$ cat config.mk
export PLATFORM = sky130hd
export DESIGN_NAME = bus_mailbox_slave_flat
export DESIGN_NICKNAME = d
export VERILOG_FILES = /design/src/rtl/bus_mailbox_pkg.sv /design/src/rtl/bus_mailbox_slave_if.sv /design/src/rtl/bus_mailbox_slave_fifo.sv /design/src/rtl/bus_mailbox_slave.sv /design/src/flat_wrapper.sv
export SDC_FILE = /design/constraint.sdc
export NUM_CORES = 1
export LEC_CHECK = 0
export CAP_MARGIN = 25
export CORE_MARGIN = 10
export CORE_UTILIZATION = 40
export DETAILED_ROUTE_END_ITERATION = 8
export GPL_ROUTABILITY_DRIVEN = 0
export PLACE_DENSITY = 0.59
export SYNTH_ARGS = -nofsm -noshare
export SYNTH_HDL_FRONTEND = slang
export SYNTH_SLANG_ARGS = --single-unit
$ cat constraint.sdc
create_clock -name clk -period 6.8 [get_ports clk]
set_clock_uncertainty 0.15 [all_clocks]
set_input_delay 0.68 -clock clk [delete_from_list [all_inputs] [get_ports clk]]
set_output_delay 0.68 -clock clk [all_outputs]
set_load 0.05 [all_outputs]
$ cat src/rtl/bus_mailbox_pkg.sv
// Shared definitions for the bus mailbox target: register offsets, bit positions and FSM states.
package bus_mailbox_pkg;

  localparam int OFS_DATA    = 0;
  localparam int OFS_STATUS  = 1;
  localparam int OFS_CONTROL = 2;

  localparam int STAT_FULL  = 7;
  localparam int STAT_EMPTY = 6;
  localparam int STAT_OVF   = 5;
  localparam int STAT_LVL_W = 5;

  localparam int CTRL_FLUSH   = 0;
  localparam int CTRL_CLR_OVF = 1;

  typedef enum logic [1:0] {
    ST_IDLE,
    ST_WAIT_DATA,
    ST_EXEC,
    ST_RESP
  } state_t;

endpackage

$ cat src/rtl/bus_mailbox_slave_if.sv
// Local system bus target-slot signals as seen by the mailbox.
interface bus_mailbox_slave_if;
  import bus_mailbox_pkg::*;

  logic [15:0] s_address_in;
  logic        s_address_in_valid;
  logic        s_rw;
  logic [7:0]  s_data_in;
  logic        s_data_in_valid;
  logic [7:0]  s_data_out;
  logic        s_data_out_valid;
  logic        s_ack;
  logic        s_ready;

  modport slave (
    input  s_address_in, s_address_in_valid, s_rw, s_data_in, s_data_in_valid,
    output s_data_out, s_data_out_valid, s_ack, s_ready
  );

  modport master (
    output s_address_in, s_address_in_valid, s_rw, s_data_in, s_data_in_valid,
    input  s_data_out, s_data_out_valid, s_ack, s_ready
  );

endinterface

$ cat src/rtl/bus_mailbox_slave_fifo.sv
// Byte FIFO for the mailbox: push/pop/flush with sticky overflow; full is judged before any pop.
module mailbox_fifo
  import bus_mailbox_pkg::*;
#(
  parameter int DEPTH = 16
) (
  input  logic                     clk,
  input  logic                     rst_n,
  input  logic                     i_push,
  input  logic [7:0]               i_wdata,
  input  logic                     i_pop,
  input  logic                     i_flush,
  input  logic                     i_clr_ovf,
  output logic [7:0]               o_head,
  output logic                     o_full,
  output logic                     o_empty,
  output logic                     o_ovf,
  output logic [$clog2(DEPTH):0]   o_level
);

  localparam int AW = $clog2(DEPTH);
  localparam logic [AW:0] FULL_LVL = DEPTH[AW:0];

  logic [7:0]    r_mem [DEPTH];
  logic [AW-1:0] r_wr_ptr;
  logic [AW-1:0] r_rd_ptr;
  logic [AW:0]   r_level;
  logic          r_ovf;
  logic          w_push_ok;
  logic          w_pop_ok;

  assign o_full    = (r_level == FULL_LVL);
  assign o_empty   = (r_level == '0);
  assign o_level   = r_level;
  assign o_ovf     = r_ovf;
  assign o_head    = o_empty ? 8'h00 : r_mem[r_rd_ptr];
  assign w_push_ok = i_push && !o_full && !i_flush;
  assign w_pop_ok  = i_pop && !o_empty && !i_flush;

  always_ff @(posedge clk) begin
    if (!rst_n) begin
      r_wr_ptr <= '0;
      r_rd_ptr <= '0;
      r_level  <= '0;
      r_ovf    <= 1'b0;
    end else begin
      if (i_flush) begin
        r_wr_ptr <= '0;
        r_rd_ptr <= '0;
        r_level  <= '0;
      end else begin
        if (w_push_ok) r_wr_ptr <= r_wr_ptr + 1'b1;
        if (w_pop_ok)  r_rd_ptr <= r_rd_ptr + 1'b1;
        if (w_push_ok && !w_pop_ok)      r_level <= r_level + 1'b1;
        else if (!w_push_ok && w_pop_ok) r_level <= r_level - 1'b1;
      end
      // A new overflow outranks a clear landing in the same cycle
      if (i_push && o_full) r_ovf <= 1'b1;
      else if (i_clr_ovf)   r_ovf <= 1'b0;
    end
  end

  always_ff @(posedge clk) begin
    if (w_push_ok) r_mem[r_wr_ptr] <= i_wdata;
  end

endmodule

$ cat src/rtl/bus_mailbox_slave.sv
// Mailbox bus target: register decode, transaction FSM and stream/bus arbitration around mailbox_fifo.
module bus_mailbox_slave
  import bus_mailbox_pkg::*;
#(
  parameter int INTERNAL_ADDR_BITS = 12,
  parameter int DEPTH              = 16
) (
  input  logic                 clk,
  input  logic                 rst_n,
  bus_mailbox_slave_if.slave   bus,
  output logic [7:0]           pop_data,
  output logic                 pop_valid,
  input  logic                 pop_ready,
  output logic                 fifo_not_empty
);

  localparam int AB    = INTERNAL_ADDR_BITS;
  localparam int LVL_W = $clog2(DEPTH) + 1;

  state_t          r_state;
  state_t          w_state_nxt;
  logic [AB-1:0]   r_offset;
  logic            r_rw;
  logic [7:0]      r_wdata;
  logic [7:0]      r_rdata;

  logic            w_is_data;
  logic            w_is_status;
  logic            w_is_control;
  logic            w_exec_wr;
  logic            w_exec_rd;
  logic            w_push;
  logic            w_bus_pop;
  logic            w_flush;
  logic            w_clr_ovf;
  logic            w_stream_pop;
  logic [7:0]      w_head;
  logic [7:0]      w_status;
  logic [7:0]      w_rd_value;
  logic            w_full;
  logic            w_empty;
  logic            w_ovf;
  logic [LVL_W-1:0] w_level;
  logic            w_unused_addr;

  // Upper address bits were already used by the interconnect to select us
  assign w_unused_addr = ^bus.s_address_in[15:AB];

  always_ff @(posedge clk) begin
    if (!rst_n) begin
      r_state <= ST_IDLE;
      r_rdata <= 8'h00;
    end else begin
      r_state <= w_state_nxt;
      if (w_exec_rd) r_rdata <= w_rd_value;
    end
  end

  always_ff @(posedge clk) begin
    if (r_state == ST_IDLE && bus.s_address_in_valid) begin
      r_offset <= bus.s_address_in[AB-1:0];
      r_rw     <= bus.s_rw;
    end
    if (bus.s_data_in_valid &&
        ((r_state == ST_IDLE && bus.s_address_in_valid && bus.s_rw) || r_state == ST_WAIT_DATA))
      r_wdata <= bus.s_data_in;
  end

  always_comb begin
    w_state_nxt = r_state;
    case (r_state)
      ST_IDLE: begin
        if (bus.s_address_in_valid) begin
          if (!bus.s_rw || bus.s_data_in_valid) w_state_nxt = ST_EXEC;
          else                                  w_state_nxt = ST_WAIT_DATA;
        end
      end
      ST_WAIT_DATA: if (bus.s_data_in_valid) w_state_nxt = ST_EXEC;
      ST_EXEC:      w_state_nxt = ST_RESP;
      ST_RESP:      w_state_nxt = ST_IDLE;
      default:      w_state_nxt = ST_IDLE;
    endcase
  end

  assign w_is_data    = (r_offset == AB'(OFS_DATA));
  assign w_is_status  = (r_offset == AB'(OFS_STATUS));
  assign w_is_control = (r_offset == AB'(OFS_CONTROL));
  assign w_exec_wr    = (r_state == ST_EXEC) && r_rw;
  assign w_exec_rd    = (r_state == ST_EXEC) && !r_rw;
  assign w_push       = w_exec_wr && w_is_data;
  assign w_bus_pop    = w_exec_rd && w_is_data;
  assign w_flush      = w_exec_wr && w_is_control && r_wdata[CTRL_FLUSH];
  assign w_clr_ovf    = w_exec_wr && w_is_control && r_wdata[CTRL_CLR_OVF];

  // A bus DATA read owns the head for its EXEC cycle; a flush cycle offers nothing
  assign pop_valid      = !w_empty && !w_bus_pop && !w_flush;
  assign w_stream_pop   = pop_valid && pop_ready;
  assign pop_data       = w_head;
  assign fifo_not_empty = !w_empty;

  always_comb begin
    w_status                   = 8'h00;
    w_status[STAT_FULL]        = w_full;
    w_status[STAT_EMPTY]       = w_empty;
    w_status[STAT_OVF]         = w_ovf;
    w_status[STAT_LVL_W-1:0]   = STAT_LVL_W'(w_level);
  end

  always_comb begin
    w_rd_value = 8'h00;
    if (w_is_data)        w_rd_value = w_head;
    else if (w_is_status) w_rd_value = w_status;
  end

  assign bus.s_ready          = (r_state == ST_IDLE);
  assign bus.s_ack            = (r_state == ST_RESP);
  assign bus.s_data_out_valid = (r_state == ST_RESP) && !r_rw;
  assign bus.s_data_out       = r_rdata;

  mailbox_fifo #(.DEPTH(DEPTH)) u_fifo (
    .clk       (clk),
    .rst_n     (rst_n),
    .i_push    (w_push),
    .i_wdata   (r_wdata),
    .i_pop     (w_bus_pop || w_stream_pop),
    .i_flush   (w_flush),
    .i_clr_ovf (w_clr_ovf),
    .o_head    (w_head),
    .o_full    (w_full),
    .o_empty   (w_empty),
    .o_ovf     (w_ovf),
    .o_level   (w_level)
  );

endmodule
$ cat src/flat_wrapper.sv
// flat-port wrapper written by rule: the top's interface ports become plain ports
module bus_mailbox_slave_flat import bus_mailbox_pkg::*;
#(
  parameter int INTERNAL_ADDR_BITS = 12,
  parameter int DEPTH              = 16
)
  (clk, rst_n, pop_data, pop_valid, pop_ready, fifo_not_empty, bus_s_address_in, bus_s_address_in_valid, bus_s_rw, bus_s_data_in, bus_s_data_in_valid, bus_s_data_out, bus_s_data_out_valid, bus_s_ack, bus_s_ready);
  bus_mailbox_slave_if bus_i ();
  input  logic clk;
  input  logic rst_n;
  output logic [7:0] pop_data;
  output logic pop_valid;
  input  logic pop_ready;
  output logic fifo_not_empty;
  input wire logic [$bits(bus_i.s_address_in)-1:0] bus_s_address_in;
  input wire logic [$bits(bus_i.s_address_in_valid)-1:0] bus_s_address_in_valid;
  input wire logic [$bits(bus_i.s_rw)-1:0] bus_s_rw;
  input wire logic [$bits(bus_i.s_data_in)-1:0] bus_s_data_in;
  input wire logic [$bits(bus_i.s_data_in_valid)-1:0] bus_s_data_in_valid;
  output wire logic [$bits(bus_i.s_data_out)-1:0] bus_s_data_out;
  output wire logic [$bits(bus_i.s_data_out_valid)-1:0] bus_s_data_out_valid;
  output wire logic [$bits(bus_i.s_ack)-1:0] bus_s_ack;
  output wire logic [$bits(bus_i.s_ready)-1:0] bus_s_ready;
  assign bus_i.s_address_in = bus_s_address_in;
  assign bus_i.s_address_in_valid = bus_s_address_in_valid;
  assign bus_i.s_rw = bus_s_rw;
  assign bus_i.s_data_in = bus_s_data_in;
  assign bus_i.s_data_in_valid = bus_s_data_in_valid;
  assign bus_s_data_out = bus_i.s_data_out;
  assign bus_s_data_out_valid = bus_i.s_data_out_valid;
  assign bus_s_ack = bus_i.s_ack;
  assign bus_s_ready = bus_i.s_ready;
  bus_mailbox_slave #(.INTERNAL_ADDR_BITS(INTERNAL_ADDR_BITS), .DEPTH(DEPTH)) u_core (.clk(clk), .rst_n(rst_n), .bus(bus_i), .pop_data(pop_data), .pop_valid(pop_valid), .pop_ready(pop_ready), .fifo_not_empty(fifo_not_empty));
endmodule
======== Yosys cells after proc, flatten, opt, wreduce, memory -nomap -nowiden ========
Memory sizes are Yosys's and may differ from the RTL's. A register that Yosys moved wholly into a read port is not among the register bits.
Cells that the tools add are included.
storage, ports and cells
  output and inout bits ................... 21
  input bits .............................. 30
  RAM bits ................................ 128
  logic and storage cells ................. 77
  memories kept ........................... 1
  register bits ........................... 45
operators by class
  $add $sub $neg .......................... 4
  bitwise gates (word level) .............. 1
  equal/unequal tests ..................... 8
  reductions and logical operators ........ 39
  multiplexer cells ....................... 15
memory list
  name                 words  bits a word  rd ports  clocked after memory_dff  wr ports  RTL line                      RTL
  u_core.u_fifo.r_mem  16     8            1         1                         1         bus_mailbox_slave_fifo.sv:24  logic [7:0] r_mem [DEPTH];
operators with widths
  kind                   number
  $mux W8                3
  $logic_and A1 B1 Y1    21
  $eq A12 B1 Y1 const B  1
  $eq A12 B2 Y1 const B  1
  $logic_not A12 Y1      1
  $mux W5                2
  $add A4 B1 Y4 const B  2
  $logic_not A1 Y1       8
  $mux W4                2
  $pmux W2 S4            1
  $mux W2                3
  $add A5 B1 Y5 const B  1
  $eq A5 B5 Y1 const B   1
  $logic_not A5 Y1       1
  $sub A5 B1 Y5 const B  1
  $eq A2 B2 Y1 const B   2
  $mux W1                4
  $ne A2 B2 Y1 const B   2
  $reduce_bool A2 Y1     2
  $logic_or A1 B1 Y1     3
  $eq A2 B1 Y1 const B   1
  $logic_not A2 Y1       1
  $reduce_and A2 Y1      1
  $reduce_or A2 Y1       1
  $not A1 Y1             1

======== Logic depth before layout (Yosys ltp) ========
  word-level depth ........................ 13
  gate-level depth with buffers ........... 14
  mapped depth without buffers ............ 14

======== By module ========
From an unflattened synthesis, not the netlist that was laid out.
second synthesis, totals
  cells, all modules ...................... 425
  area total of the unflattened synthesis .. 7270.7 sq um
modules (own cells, without submodules)
  module             sequential area each (sq um)  cells an instance  instances  area each (sq um)
  mailbox_fifo       4204.0                        326                1          5921.9
  bus_mailbox_slave  830.8                         99                 1          1348.8

======== Worst setup path before layout ========
Ideal clock, no wire load.
  path type ............................... flip-flop to flip-flop
  start ................................... reg u_core.r_state[0]
  end ..................................... reg u_core.u_fifo.r_level[4] (netlist: u_core.u_fifo.o_level[4])
  arrival time ............................ 3.287 ns
  clock period less this slack ............ 3.507 ns
  setup time .............................. 0.070 ns
  path slack .............................. 3.293 ns
  data required time ...................... 6.580 ns
  buffers on the path ..................... 0
  cell stages (with the launch flop) ...... 15
  cell sequence ........................... dfxtp_1 inv_1 ha_1 or4b_2 nor4_4 o21ai_0 nand2b_1 ha_1 inv_1 ha_1 a21o_1 a21oi_1 xnor2_1 or3_1 a21oi_1
on the way
  cells in the longest elaborated chain, start to end .. 13
  elaborated cells between the ends (all ways) .. 24
  classes of those cells .................. eq/ne: 1; mux: 1; reduce/logical: 22
RTL lines
  item                                                     RTL line                                                                             RTL
  start, declared                                          bus_mailbox_slave.sv:20                                                              state_t r_state;
  start signal, assigned                                   bus_mailbox_slave.sv:54                                                              r_state <= w_state_nxt;
  $eq A2 B2 Y1 *                                           bus_mailbox_slave.sv:88, bus_mailbox_slave.sv:89
  $logic_and A1 B1 Y1 (on tied branches)                   bus_mailbox_slave.sv:89, bus_mailbox_slave.sv:88
  $logic_and A1 B1 Y1 (on tied branches)                   bus_mailbox_slave.sv:91, bus_mailbox_slave.sv:92
  $logic_not A1 Y1 or $logic_and A1 B1 Y1 (tied branches)  bus_mailbox_slave.sv:96, bus_mailbox_slave.sv:92
  $logic_and A1 B1 Y1 or $logic_not A1 Y1 (tied branches)  bus_mailbox_slave.sv:96, bus_mailbox_slave_fifo.sv:37, bus_mailbox_slave_fifo.sv:38
  $logic_and A1 B1 Y1                                      bus_mailbox_slave.sv:96                                                              assign pop_valid = !w_empty && !w_bus_pop && !w_flush;
  $logic_and A1 B1 Y1                                      bus_mailbox_slave.sv:97                                                              assign w_stream_pop = pop_valid && pop_ready;
  $logic_or A1 B1 Y1                                       bus_mailbox_slave.sv:125                                                             .i_pop (w_bus_pop || w_stream_pop),
  $logic_and A1 B1 Y1 (2 in series)                        bus_mailbox_slave_fifo.sv:38                                                         assign w_pop_ok = i_pop && !o_empty && !i_flush;
  $logic_not A1 Y1                                         bus_mailbox_slave_fifo.sv:54                                                         if (w_push_ok && !w_pop_ok) r_level <= r_level + 1'b1;
  $logic_and A1 B1 Y1                                      bus_mailbox_slave_fifo.sv:54
  $mux W5 or $reduce_bool A2 Y1 (tied branches)            --
  end signal, assigned                                     bus_mailbox_slave_fifo.sv:54
  end signal, assigned                                     bus_mailbox_slave_fifo.sv:55                                                         else if (!w_push_ok && w_pop_ok) r_level <= r_level - 1'b1;
  end, declared                                            bus_mailbox_slave_fifo.sv:27                                                         logic [AW:0] r_level;
Mark *: on every way between the ends. The rest lies on a longest branch, timed or not.
A chain may end at the register's enable or synchronous reset.

======== Final worst setup path ========
  start ................................... reg u_core.u_fifo.r_level[0] (netlist: u_core.u_fifo.o_level[0])
  end ..................................... reg u_core.u_fifo.r_level[4] (netlist: u_core.u_fifo.o_level[4])
on the way
  cells in the longest elaborated chain, start to end .. 11
  elaborated cells between the ends (all ways) .. 21
  classes of those cells .................. add/sub: 2; eq/ne: 1; mux: 2; reduce/logical: 16
RTL lines
  item                                           RTL line                                               RTL
  $logic_not A5 Y1                               bus_mailbox_slave_fifo.sv:33                           assign o_empty = (r_level == '0);
  $logic_not A1 Y1                               bus_mailbox_slave_fifo.sv:38, bus_mailbox_slave.sv:96
  $logic_and A1 B1 Y1 (2 in series)              bus_mailbox_slave.sv:96
  $logic_and A1 B1 Y1                            bus_mailbox_slave.sv:97
  $logic_or A1 B1 Y1                             bus_mailbox_slave.sv:125
  $logic_and A1 B1 Y1 (2 in series)              bus_mailbox_slave_fifo.sv:38
  $logic_not A1 Y1                               bus_mailbox_slave_fifo.sv:54
  $logic_and A1 B1 Y1                            bus_mailbox_slave_fifo.sv:54
  $mux W5 or $reduce_bool A2 Y1 (tied branches)  --
Several ways; a longest one is shown, not always the timed one. The select of a mux whose other input is x is not followed.

==> Implementation_results.wiki <==
{| class="wikitable"
! Metric !! Value
|-
| Total die area || 23500 um2
|-
| Pre-antenna DRT Iters || 5
|-
| Postcts setup bufs || 0
|-
| Die width || 153 um
|-
| Max Fclk || 234 MHz
|-
| DRC violation total after the first TritonRoute iteration || 270
|-
| Average detailed-routed wire length per instance || 21.6 um
|-
| Area of the core || 17400 um2
|-
| Core Rows || 48
|-
| Final hold violations || 0
|-
| Number of nets in the finished design || 520
|-
| Setup TNS after final layout || 0 ns
|-
| Worst-path maximum fanout || 12
|-
| Unrepaired setup endpoints after global routing || no
|-
| Part of the cycle the worst path needs || 0.628
|-
| Total wire length after detailed routing || 15400 um
|-
| Count of distinct cell types in the synthesized netlist || 44
|-
| Clock H-tree levels || 4
|-
| Clock latency on the worst-skew pair || 0.43 ns
|-
| Arrival time worst endpoint || 4.47 ns
|-
| End of the worst register-to-register path || u_core.u_fifo.o_level[4]
|-
| Category of the worst setup path launch point || flip-flop
|-
| Overall die height || 153 um
|-
| IR drop worst, VDD || 0.183 mV
|-
| Antenna violations before repair || 0
|-
| Global-route wire length before repair || 23800 um
|-
| R2R cell count || 13
|-
| Ratio of routed vias to standard cells || 5.34
|-
| Post-layout utilization of the core || 0.487
|-
| Total number of clock tree sinks || 177
|-
| Vias in the first global route || 4080
|-
| Area growth, synth to finish || 18.8%
|-
| Sum of overflow across all layers after global routing || 0
|-
| Seq/Total Area, Yosys || 0.708
|-
| Critical R2R Launch || u_core.u_fifo.o_level[0]
|-
| Top-level port count || 51
|-
| Pwr dens || 345 nW/um2
|-
| Clock tree from TritonCTS || yes
|-
| Maximum number of buffers from clock root to sink || 2
|-
| Number of setup violations in the final report || 0
|-
| Critical path capture point type || flip-flop
|-
| # diodes || 0
|-
| Static power due to leakage || 2.76 nW
|-
| Top-area cell type share of the netlist area || 0.629
|-
| Period minus WS final || 4.27 ns
|-
| Fraction of layout instances using a drive strength above 1 || 0.178
|-
| Post-Synthesis Cell Area || 7110 um2
|-
| CTS clk-pin slew, worst paths || 0.06 ns
|-
| Worst-case register-to-register setup slack || 2.53 ns
|-
| Count of flip-flops with a built-in enable after synthesis || 149
|-
| Vias || 3811
|-
| Count of hold-fix buffers inserted at cts || 0
|-
| Max-slew headroom at the worst pin || 0.296
|-
| Most frequent cell after synthesis || sky130_fd_sc_hd__edfxtp_1
|-
| Synthesized net count || 464
|-
| Post-cts repair resize count || 0
|-
| Top area cells in the synthesized netlist || sky130_fd_sc_hd__edfxtp_1 63%, sky130_fd_sc_hd__mux4_2 10%, sky130_fd_sc_hd__dfxtp_1 7.9%, sky130_fd_sc_hd__ha_1 2.3%, sky130_fd_sc_hd__nor2_1 2.0%
|-
| Number of cells traversed by the worst hold path || 2
|-
| Most area-hungry cell type in the Yosys netlist || sky130_fd_sc_hd__edfxtp_1
|-
| Main flop type after synthesis || sky130_fd_sc_hd__edfxtp_1
|-
| Mean post-synth cell area || 16.9 um2
|-
| Flip-flop and latch count after synthesis || 177
|-
| Min-delay worst type || flip-flop to flip-flop
|-
| Status || complete, no violations
|-
| Proportion of synthesized flip-flops having asynchronous set or reset || 0
|-
| Antenna Nets Post-Route || 0
|-
| Gate Count Post-Synth || 420
|-
| Half-perimeter wire length after detailed placement || 10500 um
|-
| Num CTS Buffers || 17
|-
| Max-slew violation count || 0
|-
| Initial core utilization || 0.410
|-
| Critical path data required time || 7.00 ns
|-
| Slew @ Worst Pin || 1.05 ns
|-
| Yosys warning total || 0
|-
| Min-delay src || u_core.u_fifo.r_rd_ptr[3]
|-
| Leading post-synthesis cells by instance count || 149 x sky130_fd_sc_hd__edfxtp_1, 37 x sky130_fd_sc_hd__nor2_1, 32 x sky130_fd_sc_hd__mux4_2
|-
| Number of maximum-capacitance constraint violations || 0
|-
| Worst Setup Path Type || flip-flop to flip-flop
|-
| Pin count of the biggest net entering global routing || 29
|-
| Combined global-route utilization of all metal layers || 0.133
|-
| Remaining design rule violation count || 0
|-
| Number of I/O port buffers || 46
|-
| Root buffer selected by CTS || sky130_fd_sc_hd__clkbuf_16
|}
-- registers in the layout (all words and copies together), names as in the netlist, named ones only --
register,cells
u_core.u_fifo.r_mem,128
u_core.r_offset,12
u_core.bus.s_data_out,8
u_core.r_wdata,8
u_core.u_fifo.o_level,5
u_core.u_fifo.r_rd_ptr,4
u_core.u_fifo.r_wr_ptr,4
u_core.r_state,2
u_core.r_rw,1
u_core.u_fifo.o_ovf,1
-- cell usage in the layout (no fill, tap or decap), types with 3 or more instances in the layout --
cell type,n
sky130_fd_sc_hd__ha_1,13
sky130_fd_sc_hd__buf_4,3
sky130_fd_sc_hd__xnor2_1,5
sky130_fd_sc_hd__mux2i_1,7
sky130_fd_sc_hd__clkdlybuf4s50_1,46
sky130_fd_sc_hd__a221oi_1,4
sky130_fd_sc_hd__a22oi_1,8
sky130_fd_sc_hd__inv_4,3
sky130_fd_sc_hd__inv_6,4
sky130_fd_sc_hd__nor2b_1,10
sky130_fd_sc_hd__mux4_2,32
sky130_fd_sc_hd__inv_1,8
sky130_fd_sc_hd__nand2b_1,5
sky130_fd_sc_hd__clkbuf_16,19
sky130_fd_sc_hd__and3_1,5
sky130_fd_sc_hd__a21oi_1,13
sky130_fd_sc_hd__and2_1,4
sky130_fd_sc_hd__nand3_1,4
sky130_fd_sc_hd__buf_6,6
sky130_fd_sc_hd__o211ai_1,3
sky130_fd_sc_hd__nor4_1,4
sky130_fd_sc_hd__o21ai_0,14
sky130_fd_sc_hd__nor3_2,5
sky130_fd_sc_hd__nor2_1,37
sky130_fd_sc_hd__nand2_1,13
sky130_fd_sc_hd__edfxtp_1,149
sky130_fd_sc_hd__xor2_1,5
sky130_fd_sc_hd__a22o_1,4
sky130_fd_sc_hd__dfxtp_1,26
-- power by group --
part / internal (mW) / switching (mW) / total (mW)
registers: 1.26 / 0.0825 / 1.34
clock network: 0.519 / 0.414 / 0.933
logic: 0.253 / 0.384 / 0.637
-- cell type report --
class                   instances  area [um2]
clock buffers                  20         479
well taps                     225         282
repair buffers                 55         551
inverters                       8        30.0
fillers                      1465        8910
clock inverters                12        92.6
multi-input cells             217        1970
flip-flops and latches        177        5040
-- critical path, stage by stage, from the launching register on --
cell and delay, ns:
sky130_fd_sc_hd__dfxtp_1 0.39, sky130_fd_sc_hd__nor4_1 0.42, sky130_fd_sc_hd__nor2b_1 0.80, sky130_fd_sc_hd__inv_1 0.29, sky130_fd_sc_hd__o21ai_0 0.33, sky130_fd_sc_hd__nand2b_1 0.19
sky130_fd_sc_hd__ha_1 0.18, sky130_fd_sc_hd__inv_1 0.11, sky130_fd_sc_hd__fa_1 0.46, sky130_fd_sc_hd__a21o_1 0.17, sky130_fd_sc_hd__a21oi_1 0.17, sky130_fd_sc_hd__xnor2_1 0.10
sky130_fd_sc_hd__or3_1 0.30, sky130_fd_sc_hd__a21oi_1 0.14
-- layer usage --
layer	share of wire	global-route usage	routed length, um	up-vias
li1	-	-	-	1757
met1	0.44	0.169	6720	1930
met2	0.49	0.213	7540	107
met3	0.060	0.0396	933	17
met4	0.015	0.0463	229	0
met5	0	0	0	-
-- worst max path at each step --
stage / start / end / slack (ns) / cells after the start
floorplan: u_core.r_state[0] / u_core.u_fifo.o_level[4] / 3.29 / 14
global placement: u_core.u_fifo.o_level[0] / u_core.u_fifo.o_level[4] / 2.58 / 13
detailed placement: u_core.u_fifo.o_level[0] / u_core.u_fifo.o_level[4] / 2.57 / 13
CTS: u_core.u_fifo.o_level[0] / u_core.u_fifo.o_level[4] / 2.51 / 13
global route: u_core.u_fifo.o_level[0] / u_core.u_fifo.o_level[4] / 2.08 / 13
finish: u_core.u_fifo.o_level[0] / u_core.u_fifo.o_level[4] / 2.53 / 13
-- through the flow --
stage	power (mW)	cells	instance area [um2]	hold WS [ns]	setup WS (ns)
3_3_place_gp	1.99	675	7800	0.351	2.58
6_report	2.91	714	8450	0.383	2.53
3_5_place_dp	2.01	679	7840	0.376	2.57
4_1_cts	2.95	711	8420	0.389	2.51
2_1_floorplan	1.79	420	7110	0.330	3.29
5_1_grt	3.04	714	8450	0.409	2.08
-- kinds of logic (layout without fill, tap and decap cells) --
kind of cell	count (synthesis)	count (layout)	share of synthesized area
multiplexers	41	41	0.114
XOR/XNOR	10	10	0.0123
adder cells (fa/ha/maj)	14	14	0.0257
AND/OR/NAND/NOR	100	100	0.0780
buffers and inverters	26	95	0.0148
AO/OA/AOI/OAI	52	52	0.0466
flip-flops	177	177	0.708
No activity file was read; power rests on OpenSTA's default activity.
